`config.mk`:
```
export PLATFORM = sky130hd
export DESIGN_NAME = bit_serializer
export DESIGN_NICKNAME = d
export VERILOG_FILES = /design/src/rtl/bit_serializer.sv
export SDC_FILE = /design/constraint.sdc
export NUM_CORES = 1
export LEC_CHECK = 0
export ABC_AREA = 1
export BUFFER_PORTS_ARGS = -buffer_cell sky130_fd_sc_hd__buf_2
export CAP_MARGIN = 0
export CORE_MARGIN = 2
export CORE_UTILIZATION = 40
export CTS_BUF_LIST = sky130_fd_sc_hd__clkbuf_8 sky130_fd_sc_hd__clkbuf_16
export DETAILED_ROUTE_END_ITERATION = 10
export PLACE_DENSITY = 0.61
export SLEW_MARGIN = 25
export SYNTH_ARGS = -nofsm -noshare
export SYNTH_HDL_FRONTEND = slang
export SYNTH_SLANG_ARGS = --single-unit
```
`constraint.sdc`:
```
create_clock -name clk -period 1.7 [get_ports clk]
set_input_delay 0.17 -clock clk [delete_from_list [all_inputs] [get_ports clk]]
set_output_delay 0.17 -clock clk [all_outputs]
set_load 0.01 [all_outputs]
```
`src/rtl/bit_serializer.sv`:
```
// Parallel-to-serial feeder with a one-word holding register for gap-free streaming.
// Define SER_PARITY_EN to append an even-parity bit after the data bits of each frame.
module bit_serializer #(
    parameter int WIDTH     = 8,
    parameter bit MSB_FIRST = 1'b1
) (
    input  logic             clk,
    input  logic             rst,
    input  logic [WIDTH-1:0] in_data,
    input  logic             in_valid,
    output logic             in_ready,
    output logic             ser_out,
    output logic             ser_valid,
    output logic             frame_start,
    output logic             busy
);

`ifdef SER_PARITY_EN
    localparam int FRAME_LEN = WIDTH + 1;
`else
    localparam int FRAME_LEN = WIDTH;
`endif
    localparam int CW = $clog2(FRAME_LEN + 1);
    localparam logic [CW-1:0] LAST = CW'(FRAME_LEN - 1);
`ifdef SER_PARITY_EN
    localparam logic [CW-1:0] DATA_LAST = CW'(WIDTH - 1);
`endif

    typedef enum logic {S_IDLE, S_SHIFT} state_t;

    state_t           r_state;
    logic [WIDTH-1:0] r_shift;
    logic [WIDTH-1:0] r_hold;
    logic             r_hold_full;
    logic [CW-1:0]    r_bit_cnt;
    logic             r_ser_out;
    logic             r_ser_valid;
    logic             r_frame_start;
`ifdef SER_PARITY_EN
    logic             r_parity;
`endif

    logic             w_xfer;
    logic             w_last;
    logic             w_load;
    logic [WIDTH-1:0] w_next_word;

    function automatic logic first_bit(input logic [WIDTH-1:0] w);
        return MSB_FIRST ? w[WIDTH-1] : w[0];
    endfunction

    function automatic logic [WIDTH-1:0] advance(input logic [WIDTH-1:0] w);
        return MSB_FIRST ? {w[WIDTH-2:0], 1'b0} : {1'b0, w[WIDTH-1:1]};
    endfunction

    assign in_ready    = ~r_hold_full;
    assign w_xfer      = in_valid & in_ready;
    assign w_last      = (r_bit_cnt == LAST);
    assign w_next_word = r_hold_full ? r_hold : in_data;
    // A new frame starts from idle, or on the last bit when a word is held or arriving.
    assign w_load      = ((r_state == S_IDLE) & w_xfer) |
                         ((r_state == S_SHIFT) & w_last & (r_hold_full | w_xfer));

    assign ser_out     = r_ser_out;
    assign ser_valid   = r_ser_valid;
    assign frame_start = r_frame_start;
    assign busy        = (r_state == S_SHIFT) | r_hold_full;

    // r_shift holds the bits still to be sent after the one currently on ser_out.
    always_ff @(posedge clk or negedge rst) begin
        if (!rst) begin
            r_state       <= S_IDLE;
            r_shift       <= '0;
            r_hold        <= '0;
            r_hold_full   <= 1'b0;
            r_bit_cnt     <= '0;
            r_ser_out     <= 1'b0;
            r_ser_valid   <= 1'b0;
            r_frame_start <= 1'b0;
`ifdef SER_PARITY_EN
            r_parity      <= 1'b0;
`endif
        end else if (w_load) begin
            r_state       <= S_SHIFT;
            r_shift       <= advance(w_next_word);
            r_ser_out     <= first_bit(w_next_word);
            r_ser_valid   <= 1'b1;
            r_frame_start <= 1'b1;
            r_bit_cnt     <= '0;
            r_hold_full   <= 1'b0;
`ifdef SER_PARITY_EN
            r_parity      <= ^w_next_word;
`endif
        end else if (r_state == S_SHIFT) begin
            if (w_last) begin
                r_state       <= S_IDLE;
                r_ser_out     <= 1'b0;
                r_ser_valid   <= 1'b0;
                r_frame_start <= 1'b0;
                r_bit_cnt     <= '0;
            end else begin
                r_bit_cnt     <= r_bit_cnt + CW'(1);
                r_frame_start <= 1'b0;
                r_shift       <= advance(r_shift);
`ifdef SER_PARITY_EN
                r_ser_out     <= (r_bit_cnt == DATA_LAST) ? r_parity : first_bit(r_shift);
`else
                r_ser_out     <= first_bit(r_shift);
`endif
                if (w_xfer) begin
                    r_hold      <= in_data;
                    r_hold_full <= 1'b1;
                end
            end
        end
    end

endmodule
```
==> flow_summary.yaml <==
status:
  status: "finished, violations left"
  violations: "DRC"
clock_tree:
  clock_sinks: 24
  htreeDepth: 1
  cts_resized: 0
  clk_pin_slew_ns: 0.08
  cts-root-buf: "clkbuf_8"
  ctsHoldBuffers: 1
  clockBufferDepth: 2
  post_cts_buffers: 0
  clock_latency_ns: 0.26
  cts_tree: "yes"
  numCtsBuffers: 3
final_layout:
  multiInputGateArea_um2: 490
  final_util_pct: 47.6
  layout_common_cells: "nand2_1 (48), dfrtp_1 (24), nand3_1 (17)"
  synthToLayoutAreaGrowth_pct: 10.8
  fill_cells: 292
  drive_above_1_share_pct: 23.9
  final_common_cell: "nand2_1"
  antennaDiodeCount: 0
  seq_area_um2: 601
  fin_nets: 173
routing:
  wl_per_cell_um: 11.2
  routed_wl_um: 2140
  drt_first_pass_iters: 7
  ant_nets: 0
  drc: 1
  vias: 935
  viasPerCell: 4.92
  drtIter0Drc: 49
placement:
  numPortBuffers: 15
  gp_congestion: 0.775
  post-place-ws_ns: 0.208
  dp_hpwl_um: 1550
critical_path:
  cp-startpoint: "r_bit_cnt[0]"
  r2r-end: "r_shift[3]"
  cp-endpoint: "r_shift[3]"
  critPathBufInv: 1
  rr_startpoint: "r_bit_cnt[0]"
  start_kind: "register"
  crit_chain: "ha_1, nand3_2, nand2_2, nand2_4, inv_2, nand2_1, nand3_1"
  worst_path_max_delay_cell: "dfrtp_1"
  slowest_delay_ns: 0.40
  reg2reg_slack_ns: 0.17
  arrival_ns: 1.66
  ff2ff_path_depth: 7
  crit_fanout: 14
  critPathTopFamily: "simple AND/OR/NAND/NOR gates"
  cp-end-kind: "register"
  crit_required_ns: 1.83
  crit_cells: 7
  path_class: "register to register"
floorplanning:
  die_y_um: 58.9
  start_util_pct: 43.0
  fp.dieArea_um2: 3470
  core_um2: 2810
  die_w_um: 58.9
  rows: 19
  ios: 16
sta:
  tightest_slew_ns: 0.523
  hold_viol_final: 0
  drv_slew: 0
  relSlewSlack_pct: 65.2
  rsz0062_at_grt: "false"
  setup_viol: 0
  fmax_mhz: 653
  fin_crit_ns: 1.53
  tns_ns: 0
  setup_ws_ns: 0.169
  holdWs_ns: 0.154
  skew_ns: 0.00951
  fin_crit_sh_pct: 90.1
power_and_ir_drop:
  p_per_area_nw_per_um2: 1810
  total_leakage_power_nw: 0.722
  vdd_drop_max_v: 0.000622
logic_synthesis:
  synth-seq-area-share_pct: 49.8
  ys_ff_latch: 24
  synthCells: 143
  synth_area_um2: 1210
  synth_cell_types: 17
  synth_area_per_cell_um2: 8.43
  yosysTopAreaCell: "dfrtp_1"
  synthTopCellsByArea: "dfrtp_1 (50%), nand2_1 (15%), nand3_1 (7.1%)"
  yosysWarnings: 0
  synth_top_area_share_pct: 49.8
  syn-num-nets: 155
global_route:
  antenna_found_initial: 0
  overflow: 0
  first_global_vias: 941
  grt_start_max_net_pins: 25
  track_usage_pct: 14.9
  grt_first_pass_wirelength_um: 3990
job:
  maxCapViolCount: 0
min_path:
  hold_depth: 3
  holdCritPathClass: "input port to register"
==> layer usage <==
layer,share of wire [%],GRT usage (%),vias up
met5,0,0,-
met4,0.80,2.92,0
met3,3.7,4.62,2
met2,48,25.6,14
met1,47,18.5,431
li1,-,-,488
==> state kept, by name (all words and copies together), names as in the netlist <==
name	count
r_hold	8
r_shift	7
r_bit_cnt	4
frame_start	1
r_hold_full	1
r_state	1
ser_out	1
ser_valid	1
==> cell usage after synthesis <==
library cell	instances
nand2_1	48
dfrtp_1	24
nand3_1	17
inv_1	13
o21ai_2	8
o21ai_0	7
a21oi_1	5
nor2_1	5
buf_6	4
nand2_2	3
inv_2	2
nand2_4	2
buf_2	1
ha_1	1
inv_6	1
nand3_2	1
nand4_2	1
==> worst reg2reg max path: stages, from the launching register on <==
cell	delay, ns
dfrtp_1	0.40
ha_1	0.25
nand3_2	0.12
nand2_2	0.18
nand2_4	0.21
inv_2	0.10
nand2_1	0.07
nand3_1	0.08
==> how the worst min path moves through the flow <==
stage / startpoint / endpoint / slack [ns]
global route: in_data[7] / r_hold[7] / 0.17
CTS: in_data[6] / r_hold[6] / 0.15
global placement: rst / r_hold[7] / 0.18
detailed placement: rst / r_hold[7] / 0.18
finish: in_data[6] / r_hold[6] / 0.15
floorplan: rst / frame_start / -0.13
==> cell families (layout without fill, tap and decap cells) <==
logic type | count (synthesis) | in the layout | share of synthesized area (%)
and+or+nand+nor | 77 | 77 | 28.8
AOI/OAI and AO/OA | 20 | 20 | 10.8
adders and majority gates | 1 | 1 | 1.04
buffers and inverters | 21 | 37 | 9.54
DFF | 24 | 24 | 49.8
==> cell type report <==
| cell class | count | share of cell area [%] |
|---|---|---|
| Inverter | 16 | 4.87 |
| Multi-Input combinational cell | 98 | 36.7 |
| Sequential cell | 24 | 44.9 |
| Timing Repair Buffer | 18 | 7.49 |
| Clock buffer | 3 | 3.09 |
| Tap cell | 31 | 2.90 |
==> metrics by stage <==
stage / cell area, um2 / std cells / power [W]
global route: 1340 / 190 / 0.00268
CTS: 1340 / 190 / 0.00245
global placement: 1280 / 186 / 0.00207
finish: 1340 / 190 / 0.00241
detailed placement: 1280 / 186 / 0.00211
floorplan: 1210 / 143 / 0.00192
==> where the power goes <==
part           internal [W]  leakage [nW]  switching, W
Clock              0.000158        0.0216      0.000165
Combinational      0.000407         0.402      0.000693
Sequential         0.000831         0.299      0.000159
Note: power is estimated with default switching activity, not from simulation.
